### config.mk
export PLATFORM = sky130hd
export DESIGN_NAME = agc_timepulse_sequencer_flat
export DESIGN_NICKNAME = d
export VERILOG_FILES = /design/src/rtl/agc_timepulse_sequencer_if.sv /design/src/rtl/agc_timepulse_sequencer.sv /design/src/flat_wrapper.sv
export SDC_FILE = /design/constraint.sdc
export NUM_CORES = 1
export LEC_CHECK = 0
export BUFFER_PORTS_ARGS = -buffer_cell sky130_fd_sc_hd__buf_2
export CAP_MARGIN = 0
export CORE_MARGIN = 2
export CORE_UTILIZATION = 35
export DETAILED_ROUTE_END_ITERATION = 8
export MAX_ROUTING_LAYER = met4
export RECOVER_POWER = 100
export SLEW_MARGIN = 5
export SYNTH_ARGS = -nofsm -noshare
export SYNTH_HDL_FRONTEND = slang
export SYNTH_SLANG_ARGS = --single-unit
### constraint.sdc
create_clock -name clk -period 3.7 [get_ports clk]
set_clock_uncertainty 0.2 [all_clocks]
set_input_delay 0.37 -clock clk [delete_from_list [all_inputs] [get_ports clk]]
set_output_delay 0.37 -clock clk [all_outputs]
set_load 0.005 [all_outputs]
### src/rtl/agc_timepulse_sequencer_if.sv
// Control/observation bundle between the AGC time-pulse sequencer and the gate network/monitor.
// Latency: none, wires only.
// Backpressure: none; run is a level and step_req is a one-cycle pulse.
interface agc_timepulse_sequencer_if #(
    parameter int CNT_W = 16
);
    logic             run;
    logic             step_req;
    logic             net_rst;
    logic             net_ce;
    logic [11:0]      tp;
    logic [3:0]       sub;
    logic             mct_end;
    logic             halted;
    logic [CNT_W-1:0] mct_count;

    // Sequencer side: takes run/step requests, drives network timing.
    modport master (
        input  run,
        input  step_req,
        output net_rst,
        output net_ce,
        output tp,
        output sub,
        output mct_end,
        output halted,
        output mct_count
    );

    // Monitor/network side.
    modport slave (
        output run,
        output step_req,
        input  net_rst,
        input  net_ce,
        input  tp,
        input  sub,
        input  mct_end,
        input  halted,
        input  mct_count
    );
endinterface

### src/rtl/agc_timepulse_sequencer.sv
// Divides clk into the twelve AGC time pulses T01..T12 (SUBSTEPS clocks each) and gates the NOR network.
// Latency: run seen in HALT on edge k gives net_ce in cycle k+1; one MCT = 12*SUBSTEPS executing cycles.
// Backpressure: none; run is sampled only at MCT boundaries, step_req outside HALT is dropped.
module agc_timepulse_sequencer #(
    parameter int SUBSTEPS = 4,
    parameter int RST_HOLD = 8,
    parameter int CNT_W    = 16
) (
    input  logic                      clk,
    input  logic                      rst,
    agc_timepulse_sequencer_if.master bus
);

    localparam logic [3:0]  SUB_MAX  = 4'(SUBSTEPS - 1);
    localparam logic [7:0]  HOLD_INI = 8'(RST_HOLD);
    localparam logic [11:0] TP_T01   = 12'h001;
    localparam logic [11:0] TP_T12   = 12'h800;

    typedef enum logic [1:0] {
        INIT = 2'd0,
        HALT = 2'd1,
        RUN  = 2'd2,
        STEP = 2'd3
    } state_t;

    state_t           state;
    state_t           state_nxt;
    logic [11:0]      tp;
    logic [3:0]       sub;
    logic [7:0]       hold;
    logic [CNT_W-1:0] mct_count;

    logic executing;
    logic tp_last_sub;
    logic mct_end;

    // Decodes shared by the FSM and the datapath.
    assign executing   = (state == RUN) || (state == STEP);
    assign tp_last_sub = (sub == SUB_MAX);
    assign mct_end     = executing && tp_last_sub && (tp == TP_T12);

    // State register.
    always_ff @(posedge clk) begin
        if (rst) begin
            state <= INIT;
        end else begin
            state <= state_nxt;
        end
    end

    // Next-state: INIT always drains into HALT; executing states only leave at an MCT boundary.
    always_comb begin
        state_nxt = state;
        unique case (state)
            INIT: begin
                if (hold <= 8'd1) begin
                    state_nxt = HALT;
                end
            end
            HALT: begin
                // run wins over a coincident step request.
                if (bus.run) begin
                    state_nxt = RUN;
                end else if (bus.step_req) begin
                    state_nxt = STEP;
                end
            end
            RUN: begin
                if (mct_end && !bus.run) begin
                    state_nxt = HALT;
                end
            end
            STEP: begin
                if (mct_end) begin
                    state_nxt = HALT;
                end
            end
            default: state_nxt = INIT;
        endcase
    end

    // Network reset hold counter: counts down while in INIT after rst falls.
    always_ff @(posedge clk) begin
        if (rst) begin
            hold <= HOLD_INI;
        end else if ((state == INIT) && (hold != 8'd0)) begin
            hold <= hold - 8'd1;
        end
    end

    // Time-pulse position: advances only on executing cycles; T12 rotates back to T01.
    always_ff @(posedge clk) begin
        if (rst) begin
            tp  <= TP_T01;
            sub <= 4'd0;
        end else if (executing) begin
            if (tp_last_sub) begin
                sub <= 4'd0;
                tp  <= {tp[10:0], tp[11]};
            end else begin
                sub <= sub + 4'd1;
            end
        end
    end

    // Completed-MCT counter, wrapping modulo 2^CNT_W.
    always_ff @(posedge clk) begin
        if (rst) begin
            mct_count <= '0;
        end else if (mct_end) begin
            mct_count <= mct_count + CNT_W'(1);
        end
    end

    assign bus.net_rst   = (state == INIT);
    assign bus.net_ce    = executing;
    assign bus.halted    = (state == HALT);
    assign bus.mct_end   = mct_end;
    assign bus.tp        = tp;
    assign bus.sub       = sub;
    assign bus.mct_count = mct_count;

endmodule
### src/flat_wrapper.sv
// flat-port wrapper written by rule: the top's interface ports become plain ports
module agc_timepulse_sequencer_flat 
#(
    parameter int SUBSTEPS = 4,
    parameter int RST_HOLD = 8,
    parameter int CNT_W    = 16
)
  (clk, rst, bus_run, bus_step_req, bus_net_rst, bus_net_ce, bus_tp, bus_sub, bus_mct_end, bus_halted, bus_mct_count);
  agc_timepulse_sequencer_if #(.CNT_W(CNT_W)) bus_i ();
  input  logic clk;
  input  logic rst;
  input wire logic [$bits(bus_i.run)-1:0] bus_run;
  input wire logic [$bits(bus_i.step_req)-1:0] bus_step_req;
  output wire logic [$bits(bus_i.net_rst)-1:0] bus_net_rst;
  output wire logic [$bits(bus_i.net_ce)-1:0] bus_net_ce;
  output wire logic [$bits(bus_i.tp)-1:0] bus_tp;
  output wire logic [$bits(bus_i.sub)-1:0] bus_sub;
  output wire logic [$bits(bus_i.mct_end)-1:0] bus_mct_end;
  output wire logic [$bits(bus_i.halted)-1:0] bus_halted;
  output wire logic [$bits(bus_i.mct_count)-1:0] bus_mct_count;
  assign bus_i.run = bus_run;
  assign bus_i.step_req = bus_step_req;
  assign bus_net_rst = bus_i.net_rst;
  assign bus_net_ce = bus_i.net_ce;
  assign bus_tp = bus_i.tp;
  assign bus_sub = bus_i.sub;
  assign bus_mct_end = bus_i.mct_end;
  assign bus_halted = bus_i.halted;
  assign bus_mct_count = bus_i.mct_count;
  agc_timepulse_sequencer #(.SUBSTEPS(SUBSTEPS), .RST_HOLD(RST_HOLD), .CNT_W(CNT_W)) u_core (.clk(clk), .rst(rst), .bus(bus_i));
endmodule
# Word-level counts from Yosys, hierarchy flattened
# Index checks and enable logic that the tools add are counted.
# Widths: inputs -> output; s select.
# classes
eq_ne	9
addsub	3
muxes	7
n_lt_le_gt_ge	1
n_reduce_logical	10
# ops
op	count
$add 16x1->16 const B	1
$eq 12x12->1 const B	1
$mux 2	5
$le 8x1->1 const B	1
$pmux 2 s4	1
$reduce_bool 8->1	1
$sub 8x1->8 const B	1
$add 4x1->4 const B	1
$eq 2x2->1 const B	2
$eq 4x2->1 const B	1
$logic_and 1x1->1	4
$mux 4	1
$ne 2x1->1 const B	2
$reduce_and 4->1	1
$ne 3x3->1 const B	1
$eq 2x1->1 const B	1
$logic_not 2->1	1
$ne 2x2->1 const B	1
$reduce_and 2->1	1
$logic_not 1->1	1
$logic_or 1x1->1	1
# word_totals
regBits	42
inputBits	4
elab_cells	35
out_inout_bits	36

# Logic depth before layout (Yosys ltp)
# Gate-level depths: netlist of run 1.
# logic_depth
depth_word	7
mapped_depth	7
mapped_depth_nobuf	6

# Least setup slack after synthesis of run 1
# Ideal clock, no wire load.
# synth_path
path_type	register to register
start	reg u_core.sub[0], in the netlist u_core.bus.sub[0]
end	reg u_core.mct_count[13], in the netlist u_core.bus.mct_count[13]
required_time_ns	3.430
setup_slack_ns	1.747
path_buffers	1
synth_period_minus_slack_ns	1.953
arrival_ns	1.682
path_stages_with_launch	7
setup_ns	0.070
cell_sequence	dfxtp_1 > ha_1 > and4bb_2 > nand4_2 > buf_6 > or4_1 > a21oi_1
# synth_via
elab_chain_cells	3
# synth_rtl
element	line	rtl
start, declared	agc_timepulse_sequencer.sv:29	logic [3:0] sub;
start signal, assigned	agc_timepulse_sequencer.sv:101	sub <= sub + 4'd1;
$eq 4x2->1	agc_timepulse_sequencer.sv:39	assign tp_last_sub = (sub == SUB_MAX);
$logic_and 1x1->1 (2 in a row)	agc_timepulse_sequencer.sv:40	assign mct_end = executing && tp_last_sub && (tp == TP_T12);
end signal, assigned	agc_timepulse_sequencer.sv:111	mct_count <= mct_count + CNT_W'(1);
end, declared	agc_timepulse_sequencer.sv:31	logic [CNT_W-1:0] mct_count;
# Every way passes these cells.
# A chain may end at the register's enable or synchronous reset.

# Worst setup path in the final report of run 1
# layout_path
start	reg u_core.state[1]
end	out bus_mct_end
# layout_via
elab_chain_cells	4
word_cells_on_any_way	5
cone_classes	2 x eq/ne; 3 x reduce/logical
# layout_rtl
element	line	rtl
start, declared	agc_timepulse_sequencer.sv:26	state_t state;
start signal, assigned	agc_timepulse_sequencer.sv:47	state <= state_nxt;
$eq 2x2->1	agc_timepulse_sequencer.sv:38	assign executing = (state == RUN) || (state == STEP);
$logic_or 1x1->1 (*)	agc_timepulse_sequencer.sv:38	
$logic_and 1x1->1 (*) (2 in a row)	agc_timepulse_sequencer.sv:40	
end, declared	flat_wrapper.sv:18	output wire logic [$bits(bus_i.mct_end)-1:0] bus_mct_end;
# Every way passes the cells marked *; elsewhere a longest branch is shown, timed or not.

==> results.py, run 1 <==
metrics = {
    "run_status": {
        "outcome": "finished, final reports clean",
    },
    "synth": {
        "synth-edff-count": 0,
        "yosys.area.top_type": "dfxtp_1",
        "ys_seq_area_frac": 0.433,
        "synth.net_count": 234,
        "synth_area_leaders": "dfxtp_1, a21oi_1, nand2_1",
        "synth_ff_type": "dfxtp_1",
        "synth_top_area_frac": 0.433,
        "synthDistinctLibCells": 40,
        "synthCells": 226,
        "ys_warn_count": 0,
        "synthArstFlopShare": 0,
        "ys_ff_latch": 42,
        "syn_area_mm2": 0.00194,
        "syn_area_per_cell_um2": 8.59,
    },
    "timing": {
        "worstMarginPinSlew_ps": 772,
        "finalCritPeriodShare": 0.768,
        "tns_ps": 0,
        "fmax_mhz": 352,
        "maxSlewHeadroom": 0.485,
        "rsz0062_at_grt": "false",
        "fin_crit_ps": 2840,
        "hold_viol": 0,
        "setup_violations": 0,
        "holdWs_ps": 184,
        "fin_ws_ps": 860,
        "final-max-slew-violation-count": 0,
    },
    "worst_setup_path": {
        "cp_cell_sequence": "and4bb_1, nand4_2, inv_1, buf_2",
        "critPathSlowestCell": "dfxtp_1",
        "crit_fanout": 20,
        "cp-start-kind": "register",
        "cp.required_ps": 3130,
        "end_kind": "output port",
        "worst_r2r_path_depth": 4,
        "path_class": "register to output port",
        "crit_family": "simple AND/OR/NAND/NOR gates",
        "cp_slowest_stage_delay_ps": 610,
        "cp.arrival_ps": 2270,
        "rrSetupSlack_ps": 890,
        "crit_buf_inv": 2,
        "timing.rr.start": "u_core.state[1]$_SDFFE_PP0P_",
        "reg2reg_to": "u_core.bus.mct_count[10]$_SDFFE_PP0P_",
    },
    "cells_and_area": {
        "instances_no_fill": 333,
        "nets": 268,
        "area.sequential_um2": 841,
        "drive_above_1_share": 0.153,
        "n_antenna_cell": 0,
        "multi_input_area_mm2": 0.00103,
        "final_cell_area_mm2": 0.00224,
        "fill_cells": 569,
        "fin_util": 0.413,
        "area_delta_synth_final_pct": 15.6,
    },
    "global_route": {
        "antenna_found_initial": 0,
        "grt_use_total": 0.144,
        "grt_pass1_wl_um": 6980,
        "grt_max_degree": 43,
        "gr-total-overflow": 0,
        "grt_pass1_vias": 1541,
    },
    "power": {
        "internal_power_uw": 732,
        "p_total_mw": 1.07,
        "power.share.clock": 0.277,
        "p_sw_frac": 0.314,
        "p_comb_frac": 0.221,
        "p_per_area_mw_per_mm2": 475,
        "pwr-share-seq": 0.502,
        "switching_power_uw": 334,
        "p_leak_nw": 0.822,
        "ir_drop_mv": 0.243,
    },
    "place": {
        "dp_cells": 325,
        "dpl.hpwl_um": 2830,
        "numPortBuffers": 39,
        "place_congestion": 0.734,
        "post-place-ws_ps": 1030,
        "placed_area_mm2": 0.00217,
    },
    "clock_tree": {
        "clk_pin_slew_ps": 80,
        "clk_path_buf_depth": 2,
        "cts_hold_buf": 0,
        "ctsResizeCount": 0,
        "numCtsBuffers": 5,
        "cts_tree": "done",
        "post-cts-setup-buffers": 0,
        "cts_root_buf": "clkbuf_8",
        "clock-sinks": 42,
        "insertion_delay_ps": 300,
        "htreeDepth": 2,
    },
    "routing": {
        "drc": 0,
        "via_per_inst": 5.15,
        "first_pass_iters": 4,
        "postRouteAntennaNets": 0,
        "routed_wl_um": 4120,
        "wl_per_cell_um": 12.4,
        "num_vias": 1716,
        "drt_iter0_markers": 123,
    },
    "hold_path": {
        "min_from": "bus_run",
        "hold_path_class": "input port to register",
        "hold_end": "u_core.state[0]$_SDFFE_PP0P_",
        "holdPathStages": 3,
    },
    "job": {
        "cap_violations": 0,
    },
    "floorplanning": {
        "die_area_mm2": 0.00616,
        "core_area_mm2": 0.00544,
        "ios": 40,
        "die_w_um": 78.5,
        "rows": 27,
        "die_height_um": 78.5,
        "initial_core_util": 0.357,
    },
}
[worst max-delay path by stage]
stage	from	end	slack, ps	cells after the start
floorplan	u_core.bus.sub[0]$_SDFFE_PP0N_	u_core.bus.mct_count[13]$_SDFFE_PP0P_	1750	6
global placement	u_core.state[1]$_SDFFE_PP0P_	u_core.bus.mct_count[12]$_SDFFE_PP0P_	1110	4
detailed placement	u_core.state[1]$_SDFFE_PP0P_	u_core.bus.mct_count[10]$_SDFFE_PP0P_	1030	4
CTS	u_core.state[1]$_SDFFE_PP0P_	bus_mct_end	980	4
global route	u_core.state[1]$_SDFFE_PP0P_	bus_mct_end	620	4
finish	u_core.state[1]$_SDFFE_PP0P_	bus_mct_end	860	4
[cell usage after synthesis, drive strengths merged, types with 2 or more instances]
library cell / number
a21oi: 29
buf: 4
clkbuf: 8
dfxtp: 42
ha: 4
inv: 5
mux2i: 2
nand2: 32
nand2b: 2
nand3: 8
nand4: 6
nor2: 17
nor2b: 2
nor3: 4
nor4: 3
o21ai: 4
o31ai: 13
or3: 6
or4: 12
xnor2: 3
xor2: 6
[cell usage in the layout, fill, tap and decap left out, types with 6 or more instances in the layout]
cell,count
a21oi_1,29
buf_2,26
clkbuf_1,13
dfxtp_1,42
nand2_1,32
nand3_1,8
nor2_1,17
o31ai_1,13
or4_1,12
xor2_1,6
[power groups by stage]
stage          sequential, mW  combinational [mW]  clock [mW]
3_3_place_gp            0.543               0.237           0
2_1_floorplan           0.531               0.197           0
4_1_cts                 0.536               0.238       0.307
6_report                0.536               0.235       0.295
3_5_place_dp            0.545               0.235           0
5_1_grt                 0.543               0.276       0.322
[layout make-up]
class | count | share of cell area
Inverter | 5 | 0.00836
Multi-Input combinational cell | 167 | 0.458
Clock inverter | 2 | 0.00613
Sequential cell | 42 | 0.375
Timing Repair Buffer | 39 | 0.0803
Tap cell | 72 | 0.0401
Clock buffer | 6 | 0.0323
[routing by layer]
layer | vias up | wire (µm) | share of wire | GRT usage
li1 | 889 | - | - | -
met1 | 798 | 2050 | 0.50 | 0.183
met2 | 24 | 1850 | 0.45 | 0.222
met3 | 5 | 162 | 0.039 | 0.0368
met4 | 0 | 62 | 0.015 | 0.0526
met5 | - | 0 | 0 | -
[worst min-delay path: stages]
cell,delay [ps]
buf_2,110
or3_1,110
a21oi_1,50
[kinds of logic after synthesis]
logic type	after synthesis	synth area share
AO/OA/AOI/OAI	51	0.156
XOR/XNOR	9	0.0406
adder cells (fa/ha/maj)	4	0.0258
buffers and inverters	17	0.0374
flip-flops	42	0.433
multiplexers	2	0.0103
AND/OR/NAND/NOR	101	0.297
[flip-flops by register name (all words and copies together), names as in the netlist]
signal	count
u_core.bus.mct_count	16
u_core.bus.tp	12
u_core.hold	8
u_core.bus.sub	4
u_core.state	2
Note: power is estimated with default switching activity, not from simulation.
==> inputs of run 2 (changes only) <==
Settings changed: ABC_AREA set to 1.
Clock period 3.7 ns to 2.37 ns, I/O delays scaled along.
==> results.py, run 2 <==
metrics = {
    "run_status": {
        "outcome": "finished, final reports clean",
    },
    "global_route": {
        "grt_pass1_vias": 1701,
        "grt_use_total": 0.154,
        "grt_pass1_wl_um": 7790,
        "gr-total-overflow": 0,
        "antenna_found_initial": 0,
        "grt_max_degree": 23,
    },
    "synth": {
        "synthCells": 309,
        "synth_area_leaders": "dfxtp_1, nand2_1, a21oi_1",
        "ys_warn_count": 0,
        "synth.net_count": 317,
        "yosys.area.top_type": "dfxtp_1",
        "synth_most_common_cell": "nand2_1",
        "syn_area_per_cell_um2": 6.80,
        "synth_ff_type": "dfxtp_1",
        "synthTopCellsByCount": "nand2_1, dfxtp_1, nor2_1",
        "synth_top_area_frac": 0.400,
        "synthDistinctLibCells": 25,
        "synth-edff-count": 0,
        "syn_area_mm2": 0.00210,
        "synthArstFlopShare": 0,
        "ys_seq_area_frac": 0.400,
        "ys_ff_latch": 42,
    },
    "clock_tree": {
        "clock-sinks": 42,
        "htreeDepth": 2,
        "insertion_delay_ps": 290,
        "cts_root_buf": "clkbuf_8",
        "cts_tree": "done",
        "clk_pin_slew_ps": 90,
        "clk_path_buf_depth": 2,
        "numCtsBuffers": 5,
    },
    "routing": {
        "postRouteAntennaNets": 0,
        "routed_wl_um": 4790,
        "wl_per_cell_um": 11.2,
        "drt_iter0_markers": 66,
        "drc": 0,
        "num_vias": 2029,
        "via_per_inst": 4.73,
        "first_pass_iters": 4,
    },
    "floorplanning": {
        "die_w_um": 81.5,
        "die_height_um": 81.5,
        "ios": 40,
        "die_area_mm2": 0.00664,
        "rows": 28,
        "initial_core_util": 0.359,
        "core_area_mm2": 0.00585,
    },
    "worst_setup_path": {
        "timing.rr.start": "u_core.bus.sub[1]$_SDFFE_PP0N_",
        "crit_end": "bus_mct_end",
        "rrSetupSlack_ps": 270,
        "cp-start-kind": "register",
        "end_kind": "output port",
        "reg2reg_to": "u_core.bus.mct_count[13]$_SDFFE_PP0P_",
        "cp-startpoint": "u_core.bus.sub[1]$_SDFFE_PP0N_",
        "cp.arrival_ps": 1810,
        "cp.required_ps": 1930,
        "path_class": "register to output port",
        "worst_r2r_path_depth": 9,
        "crit_fanout": 6,
    },
    "power": {
        "p_total_mw": 1.85,
        "p_per_area_mw_per_mm2": 745,
        "p_leak_nw": 1.04,
        "ir_drop_mv": 0.446,
    },
    "cells_and_area": {
        "instances_no_fill": 429,
        "final_common_cell": "nand2_1",
        "area_delta_synth_final_pct": 18.3,
        "fill_cells": 616,
        "drive_above_1_share": 0.116,
        "largestRegisters": "u_core.bus.mct_count: 16 flops, u_core.bus.tp: 12 flops, u_core.hold: 8 flops",
        "area.sequential_um2": 841,
        "top_register": "u_core.bus.mct_count",
        "nets": 361,
        "fin_util": 0.425,
        "n_antenna_cell": 0,
        "multi_input_area_mm2": 0.00109,
        "largest_reg_flops": 16,
        "layout_common_cells": "nand2_1, dfxtp_1, nor2_1",
        "final_cell_area_mm2": 0.00249,
    },
    "timing": {
        "maxSlewHeadroom": 0.294,
        "fin_crit_ps": 2250,
        "fin_ws_ps": 123,
        "fmax_mhz": 445,
        "final-max-slew-violation-count": 0,
        "worstMarginPinSlew_ps": 1060,
        "holdWs_ps": 13.8,
        "tns_ps": 0,
        "rsz0062_at_grt": "false",
        "setup_violations": 0,
        "hold_viol": 0,
        "finalCritPeriodShare": 0.948,
    },
    "place": {
        "post-place-ws_ps": 336,
        "dp_cells": 416,
        "numPortBuffers": 39,
        "placed_area_mm2": 0.00237,
        "place_congestion": 0.854,
        "dpl.hpwl_um": 3440,
    },
    "hold_path": {
        "holdPathStages": 4,
        "hold_path_class": "input port to register",
    },
    "job": {
        "cap_violations": 0,
    },
}
[run 2: final cells by class]
class / instances / share of cell area
clock inverters: 3 / 0.0181
clock buffers: 5 / 0.0277
well taps: 75 / 0.0377
multi-input cells: 227 / 0.440
flip-flops and latches: 42 / 0.338
repair buffers: 47 / 0.0916
inverters: 30 / 0.0468
[run 2: how the worst min path moves through the flow]
stage / startpoint / endpoint / slack (ps)
final: bus_run / u_core.state[0]$_SDFFE_PP0P_ / 10
after detailed placement: u_core.hold[2]$_SDFFE_PP0P_ / u_core.hold[2]$_SDFFE_PP0P_ / 280
after floorplan: rst / u_core.hold[3]$_SDFFE_PP1P_ / 140
after CTS: bus_run / u_core.state[0]$_SDFFE_PP0P_ / 1
after global placement: u_core.hold[2]$_SDFFE_PP0P_ / u_core.hold[2]$_SDFFE_PP0P_ / 270
after global routing: bus_run / u_core.state[0]$_SDFFE_PP0P_ / 20
[run 2: logic make-up (layout without fill, tap and decap cells)]
| family | Yosys count | count (layout) | share of synthesized area |
|---|---|---|---|
| AND/OR/NAND/NOR | 158 | 158 | 0.322 |
| AO/OA/AOI/OAI | 53 | 53 | 0.128 |
| flip-flops | 42 | 42 | 0.400 |
| buffers and inverters | 40 | 85 | 0.0762 |
| XOR/XNOR | 12 | 12 | 0.0500 |
| adder cells (fa/ha/maj) | 4 | 4 | 0.0238 |
[run 2: power breakdown]
part           leakage [nW]  switching, mW  total, mW  internal [mW]
sequential            0.340         0.0631      0.841          0.778
combinational         0.647          0.277      0.432          0.155
clock                0.0504          0.266      0.580          0.314
total                  1.04          0.606       1.85           1.25
[run 2: what timing repair did]
action	CTS	global route
buffers inserted	0	5
setup endpoints to repair	0	1
gates resized for setup	0	1
hold buffers	0	0
[run 2: layer usage]
layer  global-route usage  up-vias  part of all wire
met4               0.0356        0            0.0044
met5                    -        -                 0
met1                0.192      909              0.48
met2                0.257       34              0.48
li1                     -     1084                 -
met3               0.0297        2             0.035
[run 2: worst max-delay path: stages (launching register included)]
cell and delay [ps]:
dfxtp_1 400, ha_1 170, nand2_1 110, nor3_4 350, clkinvlp_4 190, nor3_1 170, buf_2 130
==> inputs of run 3 (changes only) <==
Settings changed: ABC_AREA 1 to not set, HOLD_SLACK_MARGIN set to 0.12.
==> results.py, run 3 (same netlist as run 1, synthesis figures left out) <==
metrics = {
    "worst_setup_path": {
        "cp-start-kind": "register",
        "end_kind": "register",
        "cp_slowest_stage_delay_ps": 400,
        "cp_cell_sequence": "ha_1, and4bb_1, nand4_1, clkbuf_1, or3_1, a21oi_1",
        "path_class": "register to register",
        "critPathSlowestCell": "dfxtp_1",
        "cp-startpoint": "u_core.bus.sub[0]$_SDFFE_PP0N_",
        "timing.rr.start": "u_core.bus.sub[0]$_SDFFE_PP0N_",
        "crit_fanout": 7,
        "cp.required_ps": 2390,
        "cp.arrival_ps": 2130,
    },
    "routing": {
        "first_pass_iters": 4,
        "postRouteAntennaNets": 0,
        "via_per_inst": 5.11,
        "drc": 0,
        "wl_per_cell_um": 12.4,
        "num_vias": 1739,
        "routed_wl_um": 4230,
        "drt_iter0_markers": 124,
    },
    "timing": {
        "fin_ws_ps": 262,
        "fin_crit_ps": 2110,
        "fmax_mhz": 474,
        "finalCritPeriodShare": 0.890,
        "hold_viol": 0,
        "final-max-slew-violation-count": 0,
        "rsz0062_at_grt": "false",
        "setup_violations": 0,
        "worstMarginPinSlew_ps": 762,
        "maxSlewHeadroom": 0.492,
        "tns_ps": 0,
    },
    "hold_path": {
        "hold_path_class": "register to register",
        "min_from": "u_core.bus.mct_count[15]$_SDFFE_PP0P_",
    },
    "global_route": {
        "grt_max_degree": 43,
        "gr-total-overflow": 0,
        "antenna_found_initial": 0,
        "met3_usage": 0.0333,
        "grt.busiest_layer": "met2",
        "grt_pass1_wl_um": 7340,
        "grt_pass1_vias": 1629,
        "grt_use_total": 0.149,
        "grt_use_met1": 0.195,
        "met2_usage": 0.234,
    },
    "cells_and_area": {
        "final_common_cell": "dfxtp_1",
        "layout_common_cells": "dfxtp_1, nand2_1, a21oi_1",
        "drive_above_1_share": 0.157,
        "nets": 275,
        "largestRegisters": "u_core.bus.mct_count: 16 flops, u_core.bus.tp: 12 flops, u_core.hold: 8 flops",
        "largest_reg_flops": 16,
        "area_delta_synth_final_pct": 18.6,
        "fin_util": 0.423,
        "fill_cells": 572,
        "top_register": "u_core.bus.mct_count",
        "n_antenna_cell": 0,
    },
    "run_status": {
        "outcome": "finished, final reports clean",
    },
    "clock_tree": {
        "htreeDepth": 2,
        "post-cts-setup-buffers": 0,
        "clock-sinks": 42,
        "numCtsBuffers": 5,
        "clk_pin_slew_ps": 90,
        "insertion_delay_ps": 290,
        "cts_tree": "done",
        "cts_root_buf": "clkbuf_8",
        "ctsResizeCount": 0,
        "clk_path_buf_depth": 2,
        "cts_hold_buf": 3,
    },
    "power": {
        "ir_drop_mv": 0.488,
        "p_total_mw": 1.70,
        "p_leak_nw": 0.845,
        "p_per_area_mw_per_mm2": 736,
    },
    "floorplanning": {
        "die_w_um": 78.5,
        "ios": 40,
        "die_area_mm2": 0.00616,
        "rows": 27,
        "die_height_um": 78.5,
        "initial_core_util": 0.357,
        "core_area_mm2": 0.00544,
    },
    "job": {
        "cap_violations": 0,
    },
    "place": {
        "place_congestion": 0.753,
        "numPortBuffers": 39,
        "post-place-ws_ps": 291,
        "dpl.hpwl_um": 2890,
    },
}
==> run 3: changes by cell type in the layout (fill, tap and decap cells not counted), moves of 12 or more <==
cell	before	now
or4_1	0	12
nor2_1	40	17
o21ai_0	17	4
nand2_1	82	32
inv_1	29	5
o31ai_1	0	13
==> run 3: path summary, 6_finish.rpt <==
kind / endpoint / slack [ps] / cells past startpoint
max: u_core.bus.mct_count[3]$_SDFFE_PP0P_ / 260 / 6
min: u_core.bus.mct_count[15]$_SDFFE_PP0P_ / 280 / 2
max reg2reg: u_core.bus.mct_count[3]$_SDFFE_PP0P_ / 260 / 6
min reg2reg: u_core.bus.mct_count[15]$_SDFFE_PP0P_ / 280 / 2
==> run 3: layout make-up <==
class | count | area, µm² | area share
inverter | 5 | 18.8 | 0.00815
multi-input combinational | 167 | 1030 | 0.447
timing repair buffer | 46 | 229 | 0.0995
sequential | 42 | 841 | 0.365
clock buffer | 6 | 82.6 | 0.0359
clock inverter | 2 | 12.5 | 0.00543
tap | 72 | 90.1 | 0.0391
==> run 3: worst max-delay path: cells and delay by family, from the launching register on <==
kind            cells  cell delay, ps
flops               1             400
compound gates      1             140
fa+ha+maj           1             180
buf+inv             1             260
simple gates        3             860
==> run 3: per-layer routing <==
metal | vias up | wire length [µm] | share of wire
met3 | 5 | 150 | 0.035
met4 | 0 | 51 | 0.012
met2 | 32 | 1940 | 0.46
met1 | 798 | 2090 | 0.49
met5 | - | 0 | 0
li1 | 904 | - | -
==> run 3: stage by stage <==
step | area (µm²) | hold slack (ps) | std cells
2_1_floorplan | 1940 | 220 | 226
3_3_place_gp | 2200 | 267 | 329
3_5_place_dp | 2200 | 270 | 329
4_1_cts | 2330 | 283 | 340
5_1_grt | 2300 | 337 | 340
6_report | 2300 | 280 | 340
==> run 3: power by group <==
part | switching, mW | internal (mW)
Sequential | 0.0610 | 0.763
Combinational | 0.205 | 0.179
Clock | 0.254 | 0.234
Total | 0.519 | 1.18
